**src/rtl/yarc_mem_pkg.sv**
```systemverilog
// Shared constants and helpers for the MEM-stage data-memory access unit:
// RV32I funct3 size codes, FSM state encoding, byte-strobe patterns.
package yarc_mem_pkg;

    localparam logic [2:0] F3_B  = 3'b000;
    localparam logic [2:0] F3_H  = 3'b001;
    localparam logic [2:0] F3_W  = 3'b010;
    localparam logic [2:0] F3_BU = 3'b100;
    localparam logic [2:0] F3_HU = 3'b101;

    localparam logic [3:0] STRB_NONE = 4'b0000;
    localparam logic [3:0] STRB_B    = 4'b0001;
    localparam logic [3:0] STRB_H    = 4'b0011;
    localparam logic [3:0] STRB_W    = 4'b1111;

    typedef enum logic [1:0] {
        ST_IDLE = 2'd0,
        ST_BUSY = 2'd1,
        ST_DONE = 2'd2
    } state_e;

    typedef enum logic [1:0] {
        SZ_B = 2'd0,
        SZ_H = 2'd1,
        SZ_W = 2'd2
    } size_e;

    // Unused codes (011, 11x) fall through to word size.
    function automatic size_e access_size(input logic [2:0] funct3);
        case (funct3[1:0])
            2'b00:   return SZ_B;
            2'b01:   return SZ_H;
            default: return SZ_W;
        endcase
    endfunction

    function automatic logic is_aligned(input size_e sz, input logic [1:0] addr_lo);
        case (sz)
            SZ_B:    return 1'b1;
            SZ_H:    return ~addr_lo[0];
            default: return (addr_lo == 2'b00);
        endcase
    endfunction

endpackage

```
**src/rtl/mem_access_stage_load_align.sv**
```systemverilog
// Load data alignment: selects the addressed byte/half from the read word
// and sign- or zero-extends it according to funct3.
module load_align
    import yarc_mem_pkg::*;
(
    input  logic [31:0] rdata,
    input  logic [1:0]  addr,
    input  logic [2:0]  funct3,
    output logic [31:0] data
);

    logic [7:0]  byte_sel;
    logic [15:0] half_sel;

    always_comb begin
        case (addr)
            2'b00:   byte_sel = rdata[7:0];
            2'b01:   byte_sel = rdata[15:8];
            2'b10:   byte_sel = rdata[23:16];
            default: byte_sel = rdata[31:24];
        endcase
        half_sel = addr[1] ? rdata[31:16] : rdata[15:0];

        case (funct3)
            F3_B:    data = {{24{byte_sel[7]}}, byte_sel};
            F3_BU:   data = {24'h000000, byte_sel};
            F3_H:    data = {{16{half_sel[15]}}, half_sel};
            F3_HU:   data = {16'h0000, half_sel};
            F3_W:    data = rdata;
            default: data = rdata;
        endcase
    end

endmodule

```
**src/rtl/mem_access_stage.sv**
```systemverilog
// MEM-stage data-memory access unit: converts EX/MEM load/store control into a
// registered req/ack transaction and stalls the pipeline while it is in flight.
// Optional bus timeout enabled by defining DMEM_TIMEOUT_EN.
module mem_access_stage
    import yarc_mem_pkg::*;
#(
    parameter int TIMEOUT_CYCLES = 16
) (
    input  logic        clk,
    input  logic        rst,
    input  logic        ex_mem_ins_valid,
    input  logic        ex_mem_mem_read,
    input  logic        ex_mem_mem_write,
    input  logic [2:0]  ex_mem_funct3,
    input  logic [31:0] ex_mem_aluout,
    input  logic [31:0] ex_mem_rs2_data,
    input  logic        dmem_ack,
    input  logic [31:0] dmem_rdata,
    output logic        dmem_req,
    output logic        dmem_we,
    output logic [31:0] dmem_addr,
    output logic [31:0] dmem_wdata,
    output logic [3:0]  dmem_wstrb,
    output logic        mem_stall,
    output logic        mem_misaligned,
    output logic        mem_bus_error,
    output logic [31:0] aluout1,
    output logic [31:0] aluout2
);

    state_e      state_q, state_d;
    logic        req_q, req_d;
    logic        we_q, we_d;
    logic [31:0] addr_q, addr_d;
    logic [31:0] wdata_q, wdata_d;
    logic [3:0]  wstrb_q, wstrb_d;
    logic [31:0] load_q, load_d;

    logic        mem_op;
    logic        aligned;
    size_e       sz;
    logic [31:0] load_val;
    logic [31:0] st_wdata;
    logic [3:0]  st_wstrb;

`ifdef DMEM_TIMEOUT_EN
    localparam int CNT_W = $clog2(TIMEOUT_CYCLES + 1);
    logic [CNT_W-1:0] cnt_q, cnt_d;
    logic             timeout_q, timeout_d;
`else
    logic unused_timeout_cfg;
    assign unused_timeout_cfg = ^TIMEOUT_CYCLES;
`endif

    assign mem_op  = ex_mem_ins_valid & (ex_mem_mem_read | ex_mem_mem_write);
    assign sz      = access_size(ex_mem_funct3);
    assign aligned = is_aligned(sz, ex_mem_aluout[1:0]);

    // ex_mem_* is held stable during the stall, so the live funct3/address select the lanes.
    load_align u_load_align (
        .rdata  (dmem_rdata),
        .addr   (ex_mem_aluout[1:0]),
        .funct3 (ex_mem_funct3),
        .data   (load_val)
    );

    always_comb begin
        case (sz)
            SZ_B: begin
                st_wdata = {4{ex_mem_rs2_data[7:0]}};
                st_wstrb = STRB_B << ex_mem_aluout[1:0];
            end
            SZ_H: begin
                st_wdata = {2{ex_mem_rs2_data[15:0]}};
                st_wstrb = STRB_H << {ex_mem_aluout[1], 1'b0};
            end
            default: begin
                st_wdata = ex_mem_rs2_data;
                st_wstrb = STRB_W;
            end
        endcase
    end

    always_comb begin
        state_d = state_q;
        req_d   = req_q;
        we_d    = we_q;
        addr_d  = addr_q;
        wdata_d = wdata_q;
        wstrb_d = wstrb_q;
        load_d  = load_q;
`ifdef DMEM_TIMEOUT_EN
        cnt_d     = cnt_q;
        timeout_d = timeout_q;
`endif
        case (state_q)
            ST_IDLE: begin
                if (mem_op && aligned) begin
                    state_d = ST_BUSY;
                    req_d   = 1'b1;
                    we_d    = ex_mem_mem_write;
                    addr_d  = {ex_mem_aluout[31:2], 2'b00};
                    wdata_d = st_wdata;
                    wstrb_d = ex_mem_mem_write ? st_wstrb : STRB_NONE;
`ifdef DMEM_TIMEOUT_EN
                    cnt_d     = '0;
                    timeout_d = 1'b0;
`endif
                end
            end
            ST_BUSY: begin
                if (dmem_ack) begin
                    state_d = ST_DONE;
                    req_d   = 1'b0;
                    load_d  = load_val;
                end
`ifdef DMEM_TIMEOUT_EN
                // An ack arriving on the limit cycle takes priority over the timeout.
                else if (cnt_q == CNT_W'(TIMEOUT_CYCLES - 1)) begin
                    state_d   = ST_DONE;
                    req_d     = 1'b0;
                    load_d    = '0;
                    timeout_d = 1'b1;
                end else begin
                    cnt_d = cnt_q + 1'b1;
                end
`endif
            end
            default: state_d = ST_IDLE;
        endcase
    end

    always_ff @(posedge clk) begin
        if (rst) begin
            state_q <= ST_IDLE;
            req_q   <= 1'b0;
            we_q    <= 1'b0;
            addr_q  <= '0;
            wdata_q <= '0;
            wstrb_q <= '0;
            load_q  <= '0;
`ifdef DMEM_TIMEOUT_EN
            cnt_q     <= '0;
            timeout_q <= 1'b0;
`endif
        end else begin
            state_q <= state_d;
            req_q   <= req_d;
            we_q    <= we_d;
            addr_q  <= addr_d;
            wdata_q <= wdata_d;
            wstrb_q <= wstrb_d;
            load_q  <= load_d;
`ifdef DMEM_TIMEOUT_EN
            cnt_q     <= cnt_d;
            timeout_q <= timeout_d;
`endif
        end
    end

    assign dmem_req   = req_q;
    assign dmem_we    = we_q;
    assign dmem_addr  = addr_q;
    assign dmem_wdata = wdata_q;
    assign dmem_wstrb = wstrb_q;

    assign mem_stall      = ~rst & ((state_q == ST_BUSY) |
                                    ((state_q == ST_IDLE) & mem_op & aligned));
    assign mem_misaligned = ~rst & (state_q == ST_IDLE) & mem_op & ~aligned;
    assign aluout1        = ex_mem_aluout;
    assign aluout2        = (~rst && state_q == ST_DONE && !we_q) ? load_q : 32'h0;

`ifdef DMEM_TIMEOUT_EN
    assign mem_bus_error = ~rst & (state_q == ST_DONE) & timeout_q;
`else
    assign mem_bus_error = 1'b0;
`endif

endmodule

```
**config.mk**
```make
export PLATFORM = sky130hd
export DESIGN_NAME = mem_access_stage
export DESIGN_NICKNAME = d
export VERILOG_FILES = /design/src/rtl/yarc_mem_pkg.sv /design/src/rtl/mem_access_stage_load_align.sv /design/src/rtl/mem_access_stage.sv
export SDC_FILE = /design/constraint.sdc
export NUM_CORES = 1
export LEC_CHECK = 0
export BUFFER_PORTS_ARGS = -buffer_cell sky130_fd_sc_hd__buf_2
export CORE_UTILIZATION = 51
export CTS_BUF_LIST = sky130_fd_sc_hd__clkbuf_16
export CTS_CLUSTER_DIAMETER = 150
export DETAILED_ROUTE_END_ITERATION = 16
export PLACE_DENSITY_LB_ADDON = 0.25
export SYNTH_ARGS = -nofsm -noshare
export SYNTH_HDL_FRONTEND = slang
export SYNTH_SLANG_ARGS = --single-unit
```
**constraint.sdc**
```tcl
create_clock -name clk -period 2.62 [get_ports clk]
set_clock_uncertainty 0.2 [all_clocks]
set_input_delay 0 -clock clk [delete_from_list [all_inputs] [get_ports clk]]
set_output_delay 0 -clock clk [all_outputs]
set_load 0.01 [all_outputs]
```
==> impl_metrics.xml, run 1 <==
<?xml version="1.0" encoding="UTF-8"?>
<metrics>
  <group name="worst_setup_path">
    <metric name="cp-end-kind" unit="">flop</metric>
    <metric name="critical-path-slowest-cell" unit="">sky130_fd_sc_hd__dlygate4sd3_1</metric>
    <metric name="worst_path_largest_cell_delay" unit="ps">590</metric>
    <metric name="cp.arrival" unit="ps">2480</metric>
    <metric name="crit_path_launch_type" unit="">primary input</metric>
    <metric name="timing.critical_path.required" unit="ps">2700</metric>
    <metric name="worstPathBufferInverterCount" unit="">4</metric>
    <metric name="critical_path_s_top_delay_family" unit="">buffers and inverters</metric>
    <metric name="criticalPathCategory" unit="">primary input to flop</metric>
    <metric name="worst_path_most_repeated_cell" unit="">sky130_fd_sc_hd__dlygate4sd3_1</metric>
    <metric name="critical_path.max_fanout" unit="">52</metric>
    <metric name="path_cells" unit="">dlygate4sd3_1 -&gt; buf_2 -&gt; o211ai_1 -&gt; buf_4 -&gt; o21ai_0 -&gt; a21oi_1 -&gt; dlygate4sd3_1</metric>
  </group>
  <group name="yosys">
    <metric name="synth_area_per_cell" unit="um^2">8.29</metric>
    <metric name="yosys.area.top_type" unit="">sky130_fd_sc_hd__dfxtp_1</metric>
    <metric name="synth_cell_types" unit="">48</metric>
    <metric name="ys_seq_area_share" unit="%">39.1</metric>
    <metric name="postSynthCellCount" unit="">630</metric>
    <metric name="yosysTopAreaCellShare" unit="%">39.1</metric>
    <metric name="synth_top_flop_cell" unit="">sky130_fd_sc_hd__dfxtp_1</metric>
    <metric name="mappedNetlistArea" unit="um^2">5230</metric>
    <metric name="ys.warnings.count" unit="">0</metric>
    <metric name="post_synth_main_area_contributors" unit="">sky130_fd_sc_hd__dfxtp_1 (39%), sky130_fd_sc_hd__o21ai_0 (7.2%), sky130_fd_sc_hd__a21oi_1 (6.9%)</metric>
    <metric name="async_flop_share" unit="%">0</metric>
    <metric name="ys_seq_elements" unit="">102</metric>
    <metric name="synth_edf_count" unit="">0</metric>
  </group>
  <group name="cts">
    <metric name="postCtsSetupBuffers" unit="">0</metric>
    <metric name="tritoncts" unit="">yes</metric>
    <metric name="cts-buffers-inserted" unit="">9</metric>
    <metric name="clock_tree.root_cell" unit="">sky130_fd_sc_hd__clkbuf_16</metric>
    <metric name="clk_path_buf_depth" unit="">2</metric>
    <metric name="clk_pin_slew_worst_paths" unit="ps">70</metric>
    <metric name="clock_sinks" unit="">102</metric>
    <metric name="cts-htree-levels" unit="">3</metric>
    <metric name="worst_skew_pair.late_latency" unit="ps">330</metric>
  </group>
  <group name="sta">
    <metric name="final.setup.tns" unit="ps">0</metric>
    <metric name="postLayoutSetupSlackWorst" unit="ps">223</metric>
    <metric name="worst_slew_margin_rel" unit="%">14.7</metric>
    <metric name="hold_ws" unit="ps">22.1</metric>
    <metric name="finalSetupViolations" unit="">0</metric>
    <metric name="grt_setup_unrepaired" unit="">no</metric>
    <metric name="min_period" unit="ps">2400</metric>
    <metric name="count_of_final_hold_check_violations" unit="">0</metric>
    <metric name="final-max-slew-violation-count" unit="">0</metric>
    <metric name="worst_slew_pin_slew" unit="ps">1270</metric>
    <metric name="fmaxAchievable" unit="MHz">417</metric>
    <metric name="final.period_utilization" unit="%">91.5</metric>
  </group>
  <group name="finish">
    <metric name="layout-drive-gt1-share" unit="%">31.9</metric>
    <metric name="layout.cells.most_common" unit="">sky130_fd_sc_hd__buf_2</metric>
    <metric name="most-common-layout-cells" unit="">sky130_fd_sc_hd__buf_2 (237), sky130_fd_sc_hd__dlygate4sd3_1 (131), sky130_fd_sc_hd__dfxtp_1 (102)</metric>
    <metric name="instances_no_fill" unit="">1069</metric>
    <metric name="areaGrowthSynthToFinish" unit="%">49.8</metric>
    <metric name="n_fill_cell" unit="">668</metric>
    <metric name="final_nets" unit="">1035</metric>
  </group>
  <group name="global_route">
    <metric name="first_global_vias" unit="">5795</metric>
    <metric name="grt_start_max_net_pins" unit="">66</metric>
    <metric name="wire_length_of_the_first_global_routing_pass" unit="um">27500</metric>
    <metric name="initial_antenna_violation_count" unit="">1</metric>
    <metric name="global_route.overflow_total" unit="">0</metric>
    <metric name="grt_use_total" unit="%">33.2</metric>
  </group>
  <group name="drt">
    <metric name="wire_per_inst" unit="um">17.0</metric>
    <metric name="finalWirelength" unit="um">18200</metric>
    <metric name="post_drt_via_cell_ratio" unit="">5.67</metric>
    <metric name="number_of_violations_reported_at_the_end_of_detailed_routing_iteration_0" unit="">302</metric>
    <metric name="drt_pre_antenna_iters" unit="">5</metric>
    <metric name="route.vias.total" unit="">6058</metric>
    <metric name="number_of_drc_violations_after_detailed_routing" unit="">0</metric>
    <metric name="antenna_violation_net_count_after_detailed_routing" unit="">0</metric>
  </group>
  <group name="flow_run">
    <metric name="max-cap-violations" unit="">0</metric>
  </group>
  <group name="floorplanning">
    <metric name="design.die.area" unit="um^2">10700</metric>
    <metric name="starting_density" unit="%">53.0</metric>
    <metric name="std_cell_rows" unit="">36</metric>
    <metric name="core_area" unit="um^2">9860</metric>
    <metric name="die_width" unit="um">103</metric>
    <metric name="design.portCount" unit="">242</metric>
    <metric name="fp.dieH" unit="um">103</metric>
  </group>
  <group name="placed_design">
    <metric name="place.detailed.instances" unit="">921</metric>
    <metric name="gpl.final_weighted_congestion" unit="">0.919</metric>
    <metric name="port-buffer-count" unit="">238</metric>
    <metric name="detailedPlacementHpwl" unit="um">10700</metric>
    <metric name="pre_cts_ws" unit="ps">411</metric>
  </group>
  <group name="run_status">
    <metric name="outcome" unit="">complete, no violations</metric>
  </group>
  <group name="hold_path">
    <metric name="class_of_the_worst_hold_path" unit="">primary input to flop</metric>
  </group>
  <group name="pwr">
    <metric name="pwr_density_cell" unit="nW/um^2">507</metric>
    <metric name="power.total" unit="mW">3.97</metric>
    <metric name="p_leak" unit="nW">3.47</metric>
    <metric name="ir_drop_worst_vdd" unit="mV">0.286</metric>
  </group>
</metrics>
==> layer usage <==
layer  vias to the layer above  global-route usage [%]  part of all wire, %
li1                       2824                       -                    -
met1                      2799                    37.5                   38
met2                       357                    57.3                   50
met3                        78                    9.14                  8.5
met4                         0                    17.6                  3.9
met5                         -                       0                    0
==> worst paths after layout <==
kind,cells after the start,slack (ps),to,startpoint
worst min-delay path,3,20,dmem_wstrb[2],ex_mem_funct3[1]
worst max-delay path,7,220,dmem_addr[30],ex_mem_mem_write
worst min register to register,2,260,dmem_req,dmem_req
worst max register to register,6,240,load_q[15],state_q[0]
==> flip-flops by register name, indices dropped and copies added, names as in the netlist <==
register	cells
dmem_wdata	32
load_q	32
dmem_addr	30
dmem_wstrb	4
state_q	2
dmem_req	1
dmem_we	1
==> cells in the mapped netlist, drive strengths merged, types with 2 or more instances <==
library cell  count
a221oi            7
a211oi           34
nand2b            2
dfxtp           102
nand2            35
a311oi            9
o2111ai           3
nor2             40
a2bb2oi           2
mux2              2
a22oi             6
nor3              9
or2               2
a22o              7
buf              50
mux2i            24
o21ai            76
and2             32
clkbuf           46
a21oi            72
nand3b            2
nor2b             4
nand3            47
==> tightest hold or removal path: stages <==
cell and delay [ps]:
sky130_fd_sc_hd__buf_2 210, sky130_fd_sc_hd__o2111ai_1 230, sky130_fd_sc_hd__a21oi_1 70
==> cells by family (layout without fill, tap and decap cells) <==
group | Yosys count | after routing | share of synthesized area (%)
compound gates | 224 | 224 | 28.4
simple gates | 179 | 179 | 17.1
flops | 102 | 102 | 39.1
buf+inv | 98 | 401 | 10.2
mux | 26 | 26 | 5.10
other cells | 1 | 4 | 0.0718
==> timing repair <==
action / CTS / global route
setup endpoints to repair: 0 / 3
gates resized for setup: 0 / 2
hold endpoints to repair: 102 / 0
hold buffers: 131 / 0
==> area by class of cell <==
cell class	instances	area (um^2)	area share, %
multi-input cells	432	2670	34.1
repair buffers	383	2610	33.4
flip-flops and latches	102	2040	26.1
clock buffers	9	225	2.88
well taps	133	166	2.13
clock inverters	7	97.6	1.25
inverters	2	7.51	0.0959
diodes	1	2.50	0.0320
==> metrics by stage <==
stage | cell area, um^2 | util [%]
global placement | 6180 | 62.7
floorplan | 5230 | -
CTS | 7820 | 79.2
global route | 7830 | 79.3
finish | 7830 | 79.3
detailed placement | 6180 | 62.7
==> power by group <==
part | switching (mW) | total [mW] | internal (mW)
Sequential | 0.0420 | 1.67 | 1.63
Combinational | 0.462 | 0.848 | 0.386
Clock | 0.605 | 1.45 | 0.841
Total | 1.11 | 3.97 | 2.86
Power figures use the tool's default switching activity.
==> run 2: changes to the inputs <==
Settings changed: MAX_ROUTING_LAYER set to met4.
==> impl_metrics.xml, run 2 (synthesized netlist as in run 1, its figures left out) <==
<?xml version="1.0" encoding="UTF-8"?>
<metrics>
  <group name="pwr">
    <metric name="pwr_density_cell" unit="nW/um^2">496</metric>
    <metric name="ir_drop_worst_vdd" unit="mV">0.314</metric>
    <metric name="p_leak" unit="nW">3.46</metric>
  </group>
  <group name="floorplanning">
    <metric name="std_cell_rows" unit="">36</metric>
    <metric name="design.portCount" unit="">242</metric>
    <metric name="starting_density" unit="%">53.0</metric>
    <metric name="design.die.area" unit="um^2">10700</metric>
    <metric name="core_area" unit="um^2">9860</metric>
    <metric name="die_width" unit="um">103</metric>
    <metric name="fp.dieH" unit="um">103</metric>
  </group>
  <group name="worst_setup_path">
    <metric name="crit_path_launch_type" unit="">flop</metric>
    <metric name="timing.critical_path.required" unit="ps">2700</metric>
    <metric name="criticalPathCategory" unit="">flop to flop</metric>
    <metric name="critical_path.max_fanout" unit="">17</metric>
    <metric name="cp.arrival" unit="ps">2540</metric>
    <metric name="cp-end-kind" unit="">flop</metric>
  </group>
  <group name="global_route">
    <metric name="grt_start_max_net_pins" unit="">66</metric>
    <metric name="initial_antenna_violation_count" unit="">0</metric>
    <metric name="wire_length_of_the_first_global_routing_pass" unit="um">27600</metric>
    <metric name="grt_use_total" unit="%">34.5</metric>
    <metric name="global_route.overflow_total" unit="">0</metric>
    <metric name="first_global_vias" unit="">5774</metric>
  </group>
  <group name="cts">
    <metric name="worst_skew_pair.late_latency" unit="ps">340</metric>
    <metric name="tritoncts" unit="">yes</metric>
    <metric name="cts-htree-levels" unit="">3</metric>
    <metric name="clk_path_buf_depth" unit="">2</metric>
    <metric name="clock_tree.root_cell" unit="">sky130_fd_sc_hd__clkbuf_16</metric>
    <metric name="clock_sinks" unit="">102</metric>
    <metric name="clk_pin_slew_worst_paths" unit="ps">70</metric>
    <metric name="postCtsSetupBuffers" unit="">0</metric>
    <metric name="cts-buffers-inserted" unit="">9</metric>
  </group>
  <group name="sta">
    <metric name="final.setup.tns" unit="ps">0</metric>
    <metric name="count_of_final_hold_check_violations" unit="">0</metric>
    <metric name="grt_setup_unrepaired" unit="">no</metric>
    <metric name="min_period" unit="ps">2460</metric>
    <metric name="worst_slew_pin_slew" unit="ps">1290</metric>
    <metric name="fmaxAchievable" unit="MHz">407</metric>
    <metric name="finalSetupViolations" unit="">0</metric>
    <metric name="final-max-slew-violation-count" unit="">0</metric>
    <metric name="postLayoutSetupSlackWorst" unit="ps">162</metric>
    <metric name="hold_ws" unit="ps">14.2</metric>
    <metric name="final.period_utilization" unit="%">93.8</metric>
    <metric name="worst_slew_margin_rel" unit="%">13.6</metric>
  </group>
  <group name="run_status">
    <metric name="outcome" unit="">complete, no violations</metric>
  </group>
  <group name="placed_design">
    <metric name="gpl.final_weighted_congestion" unit="">0.938</metric>
    <metric name="placed_cell_area" unit="um^2">6180</metric>
    <metric name="pre_cts_ws" unit="ps">416</metric>
    <metric name="detailedPlacementHpwl" unit="um">10700</metric>
    <metric name="port-buffer-count" unit="">238</metric>
  </group>
  <group name="finish">
    <metric name="most-common-layout-cells" unit="">sky130_fd_sc_hd__buf_2 (237), sky130_fd_sc_hd__dlygate4sd3_1 (131), sky130_fd_sc_hd__dfxtp_1 (102)</metric>
    <metric name="final_nets" unit="">1034</metric>
    <metric name="antenna_cells_inserted" unit="">0</metric>
    <metric name="layout-drive-gt1-share" unit="%">31.7</metric>
    <metric name="layout.cell_area.non_filler" unit="um^2">7780</metric>
    <metric name="areaGrowthSynthToFinish" unit="%">49.0</metric>
    <metric name="layout.cells.most_common" unit="">sky130_fd_sc_hd__buf_2</metric>
  </group>
  <group name="drt">
    <metric name="wire_per_inst" unit="um">17.3</metric>
    <metric name="post_drt_via_cell_ratio" unit="">5.73</metric>
    <metric name="number_of_drc_violations_after_detailed_routing" unit="">0</metric>
    <metric name="finalWirelength" unit="um">18400</metric>
    <metric name="route.vias.total" unit="">6115</metric>
    <metric name="number_of_violations_reported_at_the_end_of_detailed_routing_iteration_0" unit="">350</metric>
    <metric name="drt_pre_antenna_iters" unit="">5</metric>
    <metric name="antenna_violation_net_count_after_detailed_routing" unit="">0</metric>
  </group>
  <group name="flow_run">
    <metric name="max-cap-violations" unit="">0</metric>
  </group>
  <group name="hold_path">
    <metric name="class_of_the_worst_hold_path" unit="">primary input to flop</metric>
  </group>
</metrics>
==> run 2: metrics by stage <==
stage / total power [mW] / util, % / cells
floorplan: 2.13 / - / 632
global placement: 2.35 / 62.6 / 920
detailed placement: 2.37 / 62.6 / 920
CTS: 3.84 / 78.9 / 1067
global route: 4.01 / 78.9 / 1067
finish: 3.86 / 78.9 / 1067
==> run 2: worst max-delay path, cell delays in order (launching register included) <==
cell                            delay (ps)
sky130_fd_sc_hd__dfxtp_1               420
sky130_fd_sc_hd__and3b_1               600
sky130_fd_sc_hd__buf_4                 280
sky130_fd_sc_hd__nor2_1                 50
sky130_fd_sc_hd__a311oi_1              260
sky130_fd_sc_hd__dlygate4sd3_1         590
==> run 2: routing by layer <==
layer | part of all wire, % | vias to the layer above | GRT usage, %
met5 | 0 | - | -
met4 | 4.6 | 0 | 19.8
met3 | 7.7 | 79 | 7.12
met2 | 50 | 349 | 58.5
met1 | 37 | 2867 | 37.7
li1 | - | 2820 | -
==> run 2: what timing repair did <==
item,in CTS,in global routing
setup endpoints to repair,0,0
hold buffers,131,0
hold endpoints to repair,103,0
resized for setup,0,0
==> run 2: cell type report <==
type                    instances  area [um^2]
multi-input cells             432         2670
repair buffers                382         2600
clock inverters                 7         71.3
inverters                       2         7.51
well taps                     133          166
clock buffers                   9          225
fillers                       671         2080
flip-flops and latches        102         2040
==> run 2: final timing paths <==
path,startpoint,to,slack [ps],cells after the start
max,state_q[0],load_q[6],160,5
min,rst,dmem_addr[29],10,2
min reg2reg,dmem_req,dmem_req,260,2
max reg2reg,state_q[0],load_q[6],160,5
==> run 2: power by group <==
group | internal, mW | total (mW) | switching, mW
logic | 0.382 | 0.848 | 0.466
registers | 1.63 | 1.67 | 0.0413
clock network | 0.743 | 1.34 | 0.601
